### config.mk
export PLATFORM = sky130hd
export DESIGN_NAME = event_encoder8to3_flat
export DESIGN_NICKNAME = d
export VERILOG_FILES = /design/src/rtl/event_encoder8to3_if.sv /design/src/rtl/event_encoder8to3.sv /design/src/flat_wrapper.sv
export SDC_FILE = /design/constraint.sdc
export NUM_CORES = 1
export LEC_CHECK = 0
export CORE_UTILIZATION = 46
export DETAILED_ROUTE_END_ITERATION = 8
export HOLD_SLACK_MARGIN = 0.02
export PLACE_DENSITY = 0.87
export RECOVER_POWER = 100
export SLEW_MARGIN = 20
export SYNTH_ARGS = -nofsm -noshare
export SYNTH_HDL_FRONTEND = slang
export SYNTH_SLANG_ARGS = --single-unit
export TNS_END_PERCENT = 30
### constraint.sdc
create_clock -name clk -period 2.2 [get_ports clk]
set_clock_uncertainty 0.1 [all_clocks]
set_input_delay 0.55 -clock clk [delete_from_list [all_inputs] [get_ports clk]]
set_output_delay 0.55 -clock clk [all_outputs]
set_load 0.01 [all_outputs]
### src/rtl/event_encoder8to3_if.sv
// rtl/event_encoder8to3_if.sv - event encoder producer/consumer bundle
interface event_encoder8to3_if;
  logic [7:0] req;
  logic       clr;
  logic       ready;
  logic [2:0] code;
  logic       valid;
  logic [7:0] pending;
  logic       overflow;

  modport master (
    output req, clr, ready,
    input  code, valid, pending, overflow
  );

  modport slave (
    input  req, clr, ready,
    output code, valid, pending, overflow
  );
endinterface

### src/rtl/event_encoder8to3.sv
// rtl/event_encoder8to3.sv - priority event encoder with pending set and output register
module event_encoder8to3 #(
  parameter bit LSB_FIRST = 1'b0
) (
  input logic                clk,
  input logic                rst_n,
  event_encoder8to3_if.slave bus
);

  typedef enum logic {EMPTY = 1'b0, FULL = 1'b1} state_t;

  state_t     state_q, state_d;
  logic [2:0] code_q, code_d;
  logic [7:0] pending_q, pending_d;
  logic       overflow_q, overflow_d;

  logic [7:0] cand;
  logic [7:0] code_mask;
  logic [2:0] sel;
  logic       load;
  logic       dup_held;

  always_ff @(posedge clk or negedge rst_n) begin
    if (!rst_n) begin
      state_q    <= EMPTY;
      code_q     <= 3'b000;
      pending_q  <= 8'h00;
      overflow_q <= 1'b0;
    end else begin
      state_q    <= state_d;
      code_q     <= code_d;
      pending_q  <= pending_d;
      overflow_q <= overflow_d;
    end
  end

  // Later loop iterations overwrite earlier ones, so scan order sets priority.
  always_comb begin
    sel = 3'b000;
    if (LSB_FIRST) begin
      for (int i = 7; i >= 0; i--) begin
        if (cand[i]) sel = 3'(i);
      end
    end else begin
      for (int i = 0; i < 8; i++) begin
        if (cand[i]) sel = 3'(i);
      end
    end
  end

  always_comb begin
    cand      = pending_q | bus.req;
    code_mask = 8'(1) << code_q;
    load      = (state_q == EMPTY) || bus.ready;
    // A repeat of the event still sitting unconsumed in code is merged into it.
    dup_held  = (state_q == FULL) && !bus.ready && |(bus.req & code_mask);

    state_d    = state_q;
    code_d     = code_q;
    pending_d  = dup_held ? (cand & ~code_mask) : cand;
    overflow_d = overflow_q | (|(bus.req & pending_q)) | dup_held;

    if (bus.clr) begin
      state_d    = EMPTY;
      pending_d  = 8'h00;
      overflow_d = 1'b0;
    end else if (load) begin
      if (cand != 8'h00) begin
        state_d   = FULL;
        code_d    = sel;
        pending_d = cand & ~(8'(1) << sel);
      end else begin
        state_d = EMPTY;
      end
    end
  end

  assign bus.code     = code_q;
  assign bus.valid    = (state_q == FULL);
  assign bus.pending  = pending_q;
  assign bus.overflow = overflow_q;

endmodule

### src/flat_wrapper.sv
// flat-port wrapper written by rule: the top's interface ports become plain ports
module event_encoder8to3_flat 
#(
  parameter bit LSB_FIRST = 1'b0
)
  (clk, rst_n, bus_req, bus_clr, bus_ready, bus_code, bus_valid, bus_pending, bus_overflow);
  event_encoder8to3_if bus_i ();
  input logic clk;
  input logic rst_n;
  input wire logic [$bits(bus_i.req)-1:0] bus_req;
  input wire logic [$bits(bus_i.clr)-1:0] bus_clr;
  input wire logic [$bits(bus_i.ready)-1:0] bus_ready;
  output wire logic [$bits(bus_i.code)-1:0] bus_code;
  output wire logic [$bits(bus_i.valid)-1:0] bus_valid;
  output wire logic [$bits(bus_i.pending)-1:0] bus_pending;
  output wire logic [$bits(bus_i.overflow)-1:0] bus_overflow;
  assign bus_i.req = bus_req;
  assign bus_i.clr = bus_clr;
  assign bus_i.ready = bus_ready;
  assign bus_code = bus_i.code;
  assign bus_valid = bus_i.valid;
  assign bus_pending = bus_i.pending;
  assign bus_overflow = bus_i.overflow;
  event_encoder8to3 #(.LSB_FIRST(LSB_FIRST)) u_core (.clk(clk), .rst_n(rst_n), .bus(bus_i));
endmodule
==> results of run 1 <==
==> cells in the final DEF, fill, tap and decap left out, types with 2 or more instances in the layout <==
| cell | instances |
|---|---|
| dlygate4sd3_1 | 12 |
| mux2_2 | 4 |
| clkdlybuf4s50_1 | 12 |
| nor2b_1 | 3 |
| a211oi_1 | 4 |
| a2111oi_2 | 4 |
| nand4_1 | 2 |
| nand2b_1 | 2 |
| clkbuf_4 | 4 |
| nor4_2 | 2 |
| nor2_1 | 9 |
| nor4_1 | 3 |
| and3b_1 | 2 |
| nand3_1 | 2 |
| o21ai_0 | 3 |
| nand2_1 | 4 |
| inv_1 | 2 |
| dfrtp_1 | 13 |
| buf_4 | 20 |
| a21oi_1 | 4 |
==> registers in the layout, indices dropped and copies added, names as in the netlist <==
name,flops
u_core.bus.valid,1
u_core.bus.pending,8
u_core.bus.overflow,1
u_core.bus.code,3
==> metrics by stage <==
stage | hold WS [ns] | area [um^2] | TNS, ns
floorplan | 0.154 | 893 | 0
global placement | 0.473 | 1320 | -0.950
detailed placement | 0.524 | 1320 | -1.15
CTS | 0.545 | 1340 | 0
global route | 0.558 | 1340 | 0
finish | 0.543 | 1340 | 0
==> per-layer routing <==
| metal | vias to the layer above | track usage [%] |
|---|---|---|
| li1 | 456 | - |
| met1 | 460 | 39.2 |
| met5 | - | 0 |
| met2 | 77 | 48.2 |
| met4 | 0 | 22.9 |
| met3 | 17 | 5.49 |
==> report_power, final <==
part	leakage, nW	internal (mW)	switching [mW]
clock network	0.0177	0.0676	0.0921
logic	0.388	0.131	0.120
registers	0.156	0.258	0.0335
total	0.562	0.457	0.246
==> cell type report <==
class / count / share of cell area, %
Clock inverter: 1 / 0.373
Clock buffer: 3 / 1.68
Sequential cell: 13 / 24.2
Multi-Input combinational cell: 72 / 41.2
Tap cell: 25 / 2.33
Inverter: 2 / 0.559
Timing Repair Buffer: 45 / 29.6
==> worst max-delay path by stage <==
stage | slack [ns] | endpoint
2_1_floorplan | 0.41 | u_core.bus.code[0]
3_5_place_dp | -0.17 | u_core.bus.pending[2]
3_3_place_gp | -0.14 | u_core.bus.pending[2]
6_report | 0.08 | bus_code[0]
5_1_grt | 0.01 | u_core.bus.pending[1]
4_1_cts | 0.12 | bus_code[2]
==> kinds of logic after synthesis <==
group / after synthesis / share of synthesized area (%)
AND/OR/NAND/NOR: 35 / 23.7
AO/OA/AOI/OAI: 32 / 32.1
flip-flops: 13 / 36.4
multiplexers: 5 / 6.16
buffers and inverters: 4 / 1.68
==> results.md, run 1 <==
- Yosys warnings: 0
- Post-route DRC: 0
- Final Util: 76.1%
- CP Class: reg2out
- WP data arrival: 1.47 ns
- R2R Path End: u_core.bus.pending[1]
- Reg2reg setup slack: 0.29 ns
- Sequential share of the synthesized area: 36.4%
- N_diodes: 0
- Longest Clk Path Bufs: 2
- Total power: 702 uW
- First-pass GRT wire length: 4.51 mm
- Critical path's top delay family: buffers and inverters
- Area grow syn2layout: 50.3%
- Largest net degree at the start of global routing: 14
- Post-synth top cells: dfrtp_1 (13), nor2_1 (9)
- Most frequent cell after synthesis: dfrtp_1
- Maxcap violations: 0
- EDFF count, synth: 0
- TritonRoute pass-1 iters: 5
- Hold EP: u_core.bus.overflow
- Row cnt: 15
- Vias/cell: 6.27
- Largest incremental delay on the critical path: 0.65 ns
- CTS tree: yes
- Routability cong.: 0.914
- Post-synth top area cell: dfrtp_1
- Worst slack, placed: -0.175 ns
- Fin crit share: 96.3%
- Share of cells above drive strength 1: 28.7%
- Initial antenna violation count: 0
- CP max FO: 9
- CTS buffer count: 3
- Post-route insts no fill: 161
- Outcome: finished clean
- #FFs+latches synth: 13
- Asr flop ratio synth: 100%
- Mapped cell area: 893 um^2
- # Post-CTS Setup Buffers: 0
- Cells after Synth: 89
- Worst min path class: reg2reg
- Clock sink count: 13
- Fill cells: 121
- Fmax: 472 MHz
- WL final: 3.06 mm
- Met2 Wirelength: 1.39 mm
- Die area: 0.00212 mm^2
- Hold path startpoint: u_core.bus.overflow
- DR iter-0 viols: 77
- Chip height: 46.1 um
- Area share of the largest cell type after synthesis: 36.4%
- Met3 WL post-DR: 313 um
- Hpwl dp: 2.29 mm
- Core ar.: 0.00176 mm^2
- Clk root buf: clkbuf_4
- Worst slew margin: 58.5%
- Multi-input logic area: 553 um^2
- Gr usage total: 31.4%
- Synthesized area per cell: 10.0 um^2
- Final setup vio count: 0
- Unrepaired setup endpoints after global routing: no
- Post-route ant nets: 0
- Worst setup margin: 0.0813 ns
- WP data required: 1.55 ns
- Top_reg_cell synth: dfrtp_1
- PostCTS Resize Cnt: 0
- CP Launch Point: u_core.bus.code[0]
- Cells after DPL: 157
- Reg2reg path depth: 4
- Synth area leaders: dfrtp_1 (36%), a2111oi_2 (6.7%), mux2_2 (5.0%)
- Synth cell types: 41
- Max rail drop VDD: 0.540 mV
- Vias in the first global route: 990
- Chip Width: 46.1 um
- Met1 Wirelength: 1.23 mm
- PortBufs: 24
- Crit path time final: 2.12 ns
- Top routing layer used: met4
- Htree depth: 1
- CP Depth: 1
- Max Slew Vio Count: 0
- GRT overflow: 0
- Initial core utilization: 50.6%
- P_leak: 0.562 nW
- Syn nets: 101
- P per Cell Area: 523 mW/mm^2
- Worst-path clk slew: 0.09 ns
- Clk_lat worst skew: 0.29 ns
- CP max stage cell: dlygate4sd3_1
- Io pins: 25
- Slew @ Worst Pin: 0.620 ns
- Endpoint type of the worst setup path: output port
- Register area: 325 um^2
- Final nets: 149
- Wire per inst: 19.0 um
- Routed vias: 1010
- CP startpoint kind: flop
- Final Hold Fails: 0
- Crit-path cells: dlygate4sd3_1
- WP buf/inv: 1
- Post-CTS Hold Fix Bufs: 0
- Worst R2R Start: u_core.bus.code[2]
- Hold Crit Depth: 3
No activity file was read; power rests on OpenSTA's default activity.
==> run 2, diff against run 1 <==
--- a/config.mk
+++ b/config.mk
@@ -7,7 +7,7 @@
 export LEC_CHECK = 0
 export CORE_UTILIZATION = 46
 export DETAILED_ROUTE_END_ITERATION = 8
-export HOLD_SLACK_MARGIN = 0.02
+export GPL_ROUTABILITY_DRIVEN = 0
 export PLACE_DENSITY = 0.87
 export RECOVER_POWER = 100
 export SLEW_MARGIN = 20
==> run 2 against run 1 <==
Compared with the run above:
- sequential share of layout area shrank 0.25 points
- die area stayed put
- hold slack lost 0.011 ns
- routed wire length fell by 5.1%
- core utilization is 0.78 points higher
- via count is 3.2% higher
- cell count up 0.62%
- non-clock buffer count up 1
- clock power about the same
- first-iteration DRC count increased by 9.1%
- sequential power shrank 2%
- critical endpoint is now u_core.bus.pending[4]
- global-route usage fell by 1.1 points
==> results.md, run 2 (same netlist as run 1, synthesis figures left out) <==
- Final setup vio count: 0 (unchanged)
- PortBufs: 24 (unchanged)
- Largest net degree at the start of global routing: 14 (unchanged)
- CTS tree: yes
- Worst slack, placed: -0.238 ns (-0.0636 ns)
- Worst min path class: reg2reg
- Hold Crit Depth: 3 (unchanged)
- Htree depth: 1 (unchanged)
- Vias/cell: 6.43 (+2.5%)
- Wire per inst: 17.9 um (-5.7%)
- Row cnt: 15 (unchanged)
- Hpwl dp: 2.30 mm (+0.25%)
- GRT overflow: 0 (unchanged)
- DR iter-0 viols: 84 (+9.1%)
- Share of cells above drive strength 1: 27.7% (-0.94 points)
- TritonRoute pass-1 iters: 4 (-1)
- Met2 Use GR: 46.5% (-1.7 points)
- WP data required: 2.25 ns (+0.70 ns)
- Vias in the first global route: 980 (-1.0%)
- P_leak: 0.565 nW (+0.47%)
- CP startpoint kind: primary input
- Design area: 0.00136 mm^2 (+1.0%)
- WL final: 2.90 mm (-5.1%)
- Worst slew margin: 58.5% (about the same)
- Unrepaired setup endpoints after global routing: no
- Final Hold Fails: 0 (unchanged)
- Met1 usage: 38.4% (-0.79 points)
- Chip Width: 46.1 um (unchanged)
- CTS buffer count: 3 (unchanged)
- Clk root buf: clkbuf_4
- Io pins: 25 (unchanged)
- Routed vias: 1042 (+3.2%)
- GR peak layer: met2
- Clock sink count: 13 (unchanged)
- Post-CTS Hold Fix Bufs: 0 (unchanged)
- Hold path startpoint: u_core.bus.overflow
- Most common cell after layout, fill and taps aside: buf_4
- Post-DP Area: 0.00132 mm^2 (+0.57%)
- CP max stage cell: clkdlybuf4s50_1
- Worst R2R Start: u_core.bus.code[0]
- Reg2reg setup slack: 0.16 ns (-0.13 ns)
- First-pass GRT wire length: 4.36 mm (-3.2%)
- Fin Setup TNS: 0 ns (unchanged)
- Longest Clk Path Bufs: 2 (unchanged)
- Clk_lat worst skew: 0.29 ns (about the same)
- Core ar.: 0.00176 mm^2 (unchanged)
- Total power: 695 uW (-1.1%)
- Fin crit share: 98.8% (+2.5 points)
- Max reg flops: 8 (unchanged)
- Crit-path cells: clkdlybuf4s50_1, nor4_2, clkbuf_1, and2_1, a21boi_0, a2111oi_2
- Chip height: 46.1 um (unchanged)
- Final nets: 150 (+0.67%)
- Post-route ant nets: 0 (unchanged)
- Worst setup margin: 0.0253 ns (-0.0559 ns)
- Max Slew Vio Count: 0 (unchanged)
- Initial antenna violation count: 0 (unchanged)
- Fmax: 460 MHz (-2.6%)
- Commonest cells after routing, fill and taps aside: buf_4 (20), dlygate4sd3_1 (14), dfrtp_1 (13)
- N_diodes: 0 (unchanged)
- R2R Path End: u_core.bus.pending[0]
- Reg2reg path depth: 4 (unchanged)
- Met3 GRT Util: 5.49% (unchanged)
- Critical path's top delay family: buffers and inverters
- P per Cell Area: 512 mW/mm^2 (-2.1%)
- Post-route DRC: 0 (unchanged)
- CP Launch Point: bus_req[7]
- WP data arrival: 2.22 ns (+0.75 ns)
- Worst-path clk slew: 0.09 ns (about the same)
- Initial core utilization: 50.6% (unchanged)
- Hold EP: u_core.bus.overflow
- CP max FO: 4 (-5)
- Crit path time final: 2.17 ns (+0.0559 ns)
- Largest incremental delay on the critical path: 0.49 ns (-0.16 ns)
- Die area: 0.00212 mm^2 (unchanged)
- Final Util: 76.9% (+0.78 points)
- Max rail drop VDD: 0.393 mV (-27%)
- Outcome: finished clean
- Maxcap violations: 0 (unchanged)
- Area grow syn2layout: 51.8%
- CP Class: in2reg
- Slew @ Worst Pin: 0.620 ns (-0.000131 ns)
- WP buf/inv: 2 (+1)
- Gr usage total: 30.3% (-1.1 points)
- Endpoint type of the worst setup path: flop
## run 2: cell count changes in the layout (fill, tap and decap cells not counted)
cell / before / now
nor4_2: 2 / 1
nor4_4: 0 / 1
dlygate4sd3_1: 12 / 14
clkdlybuf4s50_1: 12 / 9
clkinv_2: 1 / 0
dlymetal6s2s_1: 0 / 1
clkbuf_1: 0 / 2
## run 2: where the power goes
| part | leakage [nW] | switching [mW] | internal, mW |
|---|---|---|---|
| registers | 0.156 | 0.0277 | 0.258 |
| logic | 0.394 | 0.123 | 0.130 |
| clock network | 0.0150 | 0.0860 | 0.0706 |
| total | 0.565 | 0.237 | 0.458 |
## run 2: area by class of cell
type                    instances  area (um^2)
flip-flops and latches         13          325
fillers                       125          408
inverters                       2         7.51
repair buffers                 46          404
clock buffers                   4         26.3
well taps                      25         31.3
multi-input cells              72          562
## run 2: worst max-delay path by stage
stage	to	slack (ns)	cells after the start
after floorplan	u_core.bus.code[0]	0.41	4
after global placement	u_core.bus.pending[2]	-0.17	5
after detailed placement	u_core.bus.pending[4]	-0.24	6
after CTS	u_core.bus.pending[2]	0.06	5
after global routing	u_core.bus.pending[4]	0.009	6
final	u_core.bus.pending[4]	0.03	6
## run 2: repair_timing
item | in CTS | in global routing
setup endpoints to repair | 0 | 5
resized for setup | 0 | 3
setup buffers | 0 | 0
## run 2: worst register-to-register path, cell delays in order (launching register included)
cell       delay [ns]
dfrtp_1          0.48
nor2b_1          0.39
a22oi_1          0.22
a2111oi_0        0.58
nor4b_1          0.13
## run 2: routing by layer
| layer | up-vias | part of all wire [%] | wire [um] |
|---|---|---|---|
| met1 | 476 | 40 | 1160 |
| met5 | - | 0 | 0 |
| met3 | 21 | 10 | 291 |
| met2 | 87 | 45 | 1310 |
| met4 | 0 | 4.8 | 138 |
| li1 | 458 | - | - |
## run 2: metrics by stage
step / instances / hold WS [ns]
detailed placement: 158 / 0.524
global route: 162 / 0.567
CTS: 162 / 0.536
finish: 162 / 0.532
global placement: 158 / 0.492
floorplan: 89 / 0.154
==> run 3, diff against run 2 <==
--- a/config.mk
+++ b/config.mk
@@ -6,6 +6,7 @@
 export NUM_CORES = 1
 export LEC_CHECK = 0
 export CORE_UTILIZATION = 46
+export CTS_CLUSTER_DIAMETER = 120
 export DETAILED_ROUTE_END_ITERATION = 8
 export GPL_ROUTABILITY_DRIVEN = 0
 export PLACE_DENSITY = 0.87
==> results of run 3 <==
The final DEF is identical to that of run 2; final timing and power are the same.
